## src/rtl/data_island_packet_scheduler.sv

```systemverilog
// Per-slot HDMI data-island packet scheduler: picks ACR, audio, AVI, SPD or NULL
// for each packet slot and returns one-cycle grants to the ACR and audio sources.
module data_island_packet_scheduler #(
  parameter int         AUDIO_PENDING_MAX = 7,
  parameter int         AUDIO_URGENT      = 4,
  parameter logic [1:0] INFOFRAME_ENABLE  = 2'b11,
  localparam int        CNT_W             = $clog2(AUDIO_PENDING_MAX + 1)
) (
  input  logic             clk_pixel,
  input  logic             reset,
  input  logic             video_field_end,
  input  logic             packet_enable,
  input  logic             audio_sample_ready,
  input  logic             acr_tick,
  output logic [7:0]       packet_type,
  output logic             acr_grant,
  output logic             audio_grant,
  output logic [CNT_W-1:0] audio_pending,
  output logic             audio_overflow,
  output logic             infoframe_missed
);

  typedef enum logic [7:0] {
    PKT_NULL  = 8'h00,
    PKT_ACR   = 8'h01,
    PKT_AUDIO = 8'h02,
    PKT_AVI   = 8'h82,
    PKT_SPD   = 8'h83
  } pkt_t;

  localparam logic [CNT_W-1:0] URGENT_C = CNT_W'(AUDIO_URGENT);
  localparam logic [CNT_W-1:0] MAX_C    = CNT_W'(AUDIO_PENDING_MAX);
  localparam logic [CNT_W-1:0] ONE_C    = CNT_W'(1);

  pkt_t             packet_type_q, packet_type_d;
  logic             acr_grant_q, acr_grant_d;
  logic             audio_grant_q, audio_grant_d;
  logic [CNT_W-1:0] cnt_q, cnt_d;
  logic             overflow_q, overflow_d;
  logic             missed_q, missed_d;
  logic             acr_pending_q, acr_pending_d;
  logic             avi_sent_q, avi_sent_d;
  logic             spd_sent_q, spd_sent_d;

  pkt_t sel;
  logic decide;

  // Priority choice from the pre-edge state; only committed when a slot starts
  // without a coincident field end.
  always_comb begin
    sel = PKT_NULL;
    if (acr_pending_q)                             sel = PKT_ACR;
    else if (cnt_q >= URGENT_C)                    sel = PKT_AUDIO;
    else if (INFOFRAME_ENABLE[0] && !avi_sent_q)   sel = PKT_AVI;
    else if (INFOFRAME_ENABLE[1] && !spd_sent_q)   sel = PKT_SPD;
    else if (cnt_q != '0)                          sel = PKT_AUDIO;
  end

  assign decide = packet_enable && !video_field_end;

  always_comb begin
    packet_type_d = packet_type_q;
    acr_grant_d   = decide && (sel == PKT_ACR);
    audio_grant_d = decide && (sel == PKT_AUDIO);
    overflow_d    = overflow_q;
    cnt_d         = cnt_q;
    avi_sent_d    = avi_sent_q;
    spd_sent_d    = spd_sent_q;
    missed_d      = missed_q;

    if (packet_enable) packet_type_d = video_field_end ? PKT_NULL : sel;

    // A tick arriving with the grant re-arms the request for the next slot.
    acr_pending_d = acr_tick || (acr_pending_q && !acr_grant_d);

    case ({audio_sample_ready, audio_grant_d})
      2'b10: begin
        if (cnt_q == MAX_C) overflow_d = 1'b1;
        else                cnt_d      = cnt_q + ONE_C;
      end
      2'b01:   cnt_d = cnt_q - ONE_C;
      default: cnt_d = cnt_q;
    endcase

    if (video_field_end) begin
      if ((INFOFRAME_ENABLE[0] && !avi_sent_q) || (INFOFRAME_ENABLE[1] && !spd_sent_q))
        missed_d = 1'b1;
      avi_sent_d = 1'b0;
      spd_sent_d = 1'b0;
    end else if (decide) begin
      if (sel == PKT_AVI) avi_sent_d = 1'b1;
      if (sel == PKT_SPD) spd_sent_d = 1'b1;
    end
  end

  always_ff @(posedge clk_pixel) begin
    if (reset) begin
      packet_type_q <= PKT_NULL;
      acr_grant_q   <= 1'b0;
      audio_grant_q <= 1'b0;
      cnt_q         <= '0;
      overflow_q    <= 1'b0;
      missed_q      <= 1'b0;
      acr_pending_q <= 1'b0;
      avi_sent_q    <= 1'b0;
      spd_sent_q    <= 1'b0;
    end else begin
      packet_type_q <= packet_type_d;
      acr_grant_q   <= acr_grant_d;
      audio_grant_q <= audio_grant_d;
      cnt_q         <= cnt_d;
      overflow_q    <= overflow_d;
      missed_q      <= missed_d;
      acr_pending_q <= acr_pending_d;
      avi_sent_q    <= avi_sent_d;
      spd_sent_q    <= spd_sent_d;
    end
  end

  assign packet_type      = packet_type_q;
  assign acr_grant        = acr_grant_q;
  assign audio_grant      = audio_grant_q;
  assign audio_pending    = cnt_q;
  assign audio_overflow   = overflow_q;
  assign infoframe_missed = missed_q;

endmodule

```

## config.mk

```make
export PLATFORM = sky130hd
export DESIGN_NAME = data_island_packet_scheduler
export DESIGN_NICKNAME = d
export VERILOG_FILES = /design/src/rtl/data_island_packet_scheduler.sv
export SDC_FILE = /design/constraint.sdc
export NUM_CORES = 1
export LEC_CHECK = 0
export CAP_MARGIN = 20
export CORE_UTILIZATION = 46
export CTS_CLUSTER_DIAMETER = 200
export DETAILED_ROUTE_END_ITERATION = 12
export PLACE_DENSITY_LB_ADDON = 0.1
export RECOVER_POWER = 50
export SLEW_MARGIN = 10
export SYNTH_ARGS = -nofsm -noshare
export SYNTH_HDL_FRONTEND = slang
export SYNTH_SLANG_ARGS = --single-unit
```

## constraint.sdc

```tcl
create_clock -name clk_pixel -period 5.3 [get_ports clk_pixel]
set_clock_uncertainty 0.05 [all_clocks]
set_input_delay 1.06 -clock clk_pixel [delete_from_list [all_inputs] [get_ports clk_pixel]]
set_output_delay 1.06 -clock clk_pixel [all_outputs]
set_load 0.03 [all_outputs]
```

; Word level (Yosys, flattened, before mapping)
; Index checks and enable logic that the tools add are counted.
[word_totals]
register_bits = 18
input_bits = 6
out_inout_bits = 15
[classes]
n_addsub = 2
n_lt_le_gt_ge = 1
eq_ne = 8
n_mux = 8
n_reduce_logical = 18
[ops]
columns = operator, n
row1 = two-way mux 8 bit, 5
row2 = "== test 8 bit, second input constant", 2
row3 = AND reduction 2 bit, 5
row4 = "== test 8 x 1 -> 1 bit, second input constant", 1
row5 = "== test 8 x 2 -> 1 bit, second input constant", 1
row6 = one-hot mux 3 bit (2 select lines), 1
row7 = logical AND 1 bit, 4
row8 = zero test 1 bit, 4
row9 = "adder 3 x 1 -> 3 bit, second input constant", 1
row10 = "== test 3 bit, second input constant", 1
row11 = "greater-or-equal comparator 3 bit, second input constant", 1
row12 = two-way mux 3 bit, 1
row13 = nonzero test 3 bit, 1
row14 = "subtractor 3 x 1 -> 3 bit, second input constant", 1
row15 = "== test 2 x 1 -> 1 bit, second input constant", 1
row16 = "== test 2 bit, second input constant", 1
row17 = logical OR 1 bit, 2
row18 = two-way mux 2 bit, 1
row19 = "inequality test 2 bit, second input constant", 1
row20 = nonzero test 2 bit, 1
row21 = OR reduction 2 bit, 1

; Logic depth before layout (Yosys ltp)
[logic_depth]
word_depth = 11
depth_mapped = 8
mapped_depth_nobuf = 7

; Worst setup path before layout
; Ideal clock, no wire load.
[synth_timing]
path_type = input to register
startpoint = input port video_field_end
endpoint = register cnt_q[2], in the netlist audio_pending[2]
setup_ns = 0.121
arrival_ns = 2.435
required_ns = 5.129
slack_ns = 2.695
path_stages = 7
path_buffers = 1
path_cell_list = clkbuf_1 > nor2_1 > o211a_1 > inv_1 > fa_1 > a32oi_1 > mux2_2
[synth_via]
elab_chain_len = 6
word_cells_on_any_way = 9
cone_classes = eq/ne: 3 / mux: 1 / reduce/logical: 5
[synth_lines]
columns = item, line
row1 = from (decl), 11  ; input logic video_field_end,
row2 = zero test 1 bit *, 59  ; assign decide = packet_enable && !video_field_end;
row3 = logical AND 1 bit *, 59
row4 = logical AND 1 bit *, 64  ; audio_grant_d = decide && (sel == PKT_AUDIO);
row5 = == test 2 bit / == test 2 x 1 -> 1 bit (equally long branches), 76  ; case ({audio_sample_ready, audio_grant_d})
row6 = inequality test 2 bit (no source line) / nonzero test 2 bit (equally long branches), n/a
row7 = AND reduction 2 bit (no source line), n/a
row8 = to (signal assigned), 111  ; cnt_q <= cnt_d;
row9 = to (decl), 38  ; logic [CNT_W-1:0] cnt_q, cnt_d;
; Every way passes the cells marked *; elsewhere a longest branch is shown, timed or not.
; A chain may end at the register's enable or synchronous reset.

; Worst setup path after layout
[layout_timing]
startpoint = input port packet_enable
endpoint = register cnt_q[2], in the netlist audio_pending[2]
[layout_via]
elab_chain_len = 5
word_cells_on_any_way = 8
cone_classes = eq/ne: 3 / mux: 1 / reduce/logical: 4
[layout_lines]
columns = item, line
row1 = from (decl), 12  ; input logic packet_enable,
row2 = logical AND 1 bit *, 59
row3 = logical AND 1 bit *, 64
row4 = == test 2 bit / == test 2 x 1 -> 1 bit (equally long branches), 76
row5 = inequality test 2 bit (no source line) / nonzero test 2 bit (equally long branches), n/a
row6 = AND reduction 2 bit (no source line), n/a
; Marked as above.

==> impl_metrics.csv <==
group,metric,value,unit
power_and_ir_drop,seq_power_share,51.9,%
route,via_per_inst,5.40,
global_route,gr-usage-all-layers,20.7,%
placement,place_area,754,sq um
placement,place_congestion,0.736,
global_route,grt_pass1_vias,481,
route,drt_wl_total,1.21,mm
timing,rsz0062_at_grt,"false",
final_layout,diodes,0,
timing,maxSlewHeadroom,64.1,%
yosys,synth_area_leaders,"dfxtp_1, buf_4, nor2_1, nor3_1, a21oi_1",
clocking,cts_root_buf,"clkbuf_4",
timing,worst_pin_slew,0.536,ns
final_layout,layout.nets,96,
final_layout,layout-drive-gt1-share,6.82,%
setup_path,crit_fanout,5,
yosys,synth-seq-cells,13,
setup_path,critPathLaunchType,"input port",
power_and_ir_drop,p_leak,0.000330,uW
timing,fin_tns_setup,0,ns
clocking,clock-sinks,13,
power_and_ir_drop,clkPwrFrac,28.8,%
route,drtPass1Iterations,4,
run,max-cap-violations,0,
route,drt_iter0_drc,17,
setup_path,crit_path_end_kind,"flip-flop",
die,dieArea,1500,sq um
yosys,synth_top_area_share,41.9,%
global_route,antenna_found_initial,0,
power_and_ir_drop,power,208,uW
clocking,cts_tree,"yes",
timing,hold_viol,0,
route,drc,0,
setup_path,max_stage_delay,0.63,ns
die,num_rows,12,
route,post_drt_wl_per_cell,11.8,um
timing,finalSetupViolations,0,
yosys,synth_seq_area_share,41.9,%
final_layout,finalCoreUtilization,65.8,%
power_and_ir_drop,peakVddDrop,0.170,mV
yosys,yosysTopAreaCell,"dfxtp_1",
power_and_ir_drop,switching_power,61.0,uW
placement,hpwl,892,um
clocking,h-tree-depth,1,
clocking,cts-resized-gates,0,
final_layout,final_area,781,sq um
global_route,grt.busiest_layer,"met2",
yosys,netlist_instances,73,
power_and_ir_drop,internal-power,147,uW
die,num_io_pins,21,
placement,portBuffers,15,
power_and_ir_drop,switching_share,29.3,%
clocking,post_cts_buffers,0,
yosys,syn_area_per_cell,8.52,sq um
timing,slew_viol_final,0,
yosys,syn-cell-area,622,sq um
timing,min_period,2.92,ns
setup_path,criticalPathCategory,"in2reg",
yosys,synth_cell_types,26,
clocking,clk_pin_slew,0.08,ns
timing,fmax,342,MHz
die,fp.dieH,38.8,um
die,core-area,1190,sq um
global_route,grt_first_pass_wirelength,2.10,mm
global_route,grt_max_degree,16,
yosys,ys.warnings.count,0,
timing,setup_slack,2.38,ns
timing,timing.final.crit_share,55.1,%
clocking,clock_insertion_delay_worst_skew,0.27,ns
route,antenna_left,0,
power_and_ir_drop,power_density,267,nW/um^2
clocking,cts_made_buffers,3,
outcome,status,"finished, final reports clean",
power_and_ir_drop,comb_power_share,19.3,%
hold_path,hp-class,"reg2reg",
setup_path,crit_arrival,3.04,ns
die,die_w,38.8,um
global_route,grtUsageMet3,3.47,%
placement,place_worst_setup_slack,2.17,ns
die,start_util,52.4,%
setup_path,crit_chain,"dlygate4sd3_1, and2b_1, o211a_1, inv_1, fa_1, a32oi_1, mux2_2",
global_route,grt-ovfl-total,0,
setup_path,required,5.41,ns
route,num_vias,551,
clocking,clk_path_buf_depth,2,
final_layout,area_growth,25.6,%
clocking,hold_buffers,0,
setup_path,slowest_stage,"dlygate4sd3_1",
global_route,use_met2,33.3,%
global_route,grt_use_met1,27.5,%
## routing by layer
layer | share of wire, % | routed length (um)
met1 | 47 | 566
met4 | 1.1 | 13
met5 | 0 | 0
met3 | 6.3 | 76
met2 | 46 | 551
## registers in the layout, summed over array words and instances, names as in the netlist
name              count
infoframe_missed      1
spd_sent_q            1
avi_sent_q            1
audio_overflow        1
acr_pending_q         1
packet_type           3
audio_pending         3
acr_grant             1
audio_grant           1
## cell usage after synthesis
cell type,instances
mux2_2,2
a31o_1,1
clkbuf_1,2
nand2_1,3
a32oi_1,2
nor3_1,6
fa_1,1
nand3_1,1
mux2i_1,1
nor3b_1,1
dfxtp_1,13
o21ai_0,2
a21oi_1,5
and3_2,1
a31oi_1,1
inv_1,6
o211ai_1,2
nor2b_1,1
a311oi_1,1
and2b_1,1
nor2_1,10
a221oi_1,1
buf_4,5
o211a_1,2
conb_1,1
buf_2,1
## metrics by stage
step,instances,hold WS [ns]
final,102,0.421
after global routing,102,0.471
after CTS,102,0.423
after detailed placement,98,0.411
after global placement,98,0.404
after floorplan,77,0.413
## cell families (layout without fill, tap and decap cells)
group	Yosys count	count (layout)	synth area share, %
multiplexers	3	3	5.23
other	1	5	0.603
AND/OR/NAND/NOR	24	24	18.1
buffers and inverters	14	25	11.7
adder cells (fa/ha/maj)	1	1	3.22
AO/OA/AOI/OAI	17	17	19.3
flip-flops	13	13	41.9
## path summary, 6_finish.rpt
| kind | slack, ns | depth (start not counted) | end | startpoint |
|---|---|---|---|---|
| worst min register to register | 0.42 | 2 | packet_type[0] | packet_type[0] |
| worst max register to register | 3.32 | 6 | audio_pending[2] | audio_pending[0] |
| worst max-delay path | 2.38 | 7 | audio_pending[2] | packet_enable |
| worst min-delay path | 0.42 | 2 | packet_type[0] | packet_type[0] |
## worst max-delay path: cells and delay by family
family                   cells  cell delay, ns
AO/OA/AOI/OAI                2            0.37
adder cells (fa/ha/maj)      1            0.38
buffers and inverters        2            0.70
multiplexers                 1            0.34
AND/OR/NAND/NOR              1            0.18
## placed cells by master (no fill, tap or decap), drive strengths merged
cell	instances
clkdlybuf4s50	11
o211a	2
o211ai	2
nor2b	1
dfxtp	13
a221oi	1
a31oi	1
inv	6
nor3	6
nor2	10
nor3b	1
conb	5
and3	1
and2b	1
dlygate4sd3	4
a32oi	2
nand3	1
o21ai	2
fa	1
mux2i	1
nand2	3
a21oi	5
mux2	2
clkbuf	4
a311oi	1
a31o	1
## layout make-up
type,instances,area (sq um)
Fill cell,107,405
Clock buffer,4,26.3
Multi-Input combinational cell,50,304
Inverter,6,22.5
Sequential cell,13,260
Tap cell,14,17.5
Timing Repair Buffer,15,150
## power by group through the flow
stage	sequential [uW]	combinational, uW	clock, uW
after CTS	108	40.6	61.7
after detailed placement	110	40.5	0
after global placement	110	40.1	0
after global routing	109	44.0	68.1
final	108	40.3	60.1
after floorplan	116	22.5	0
Power figures use the tool's default switching activity.
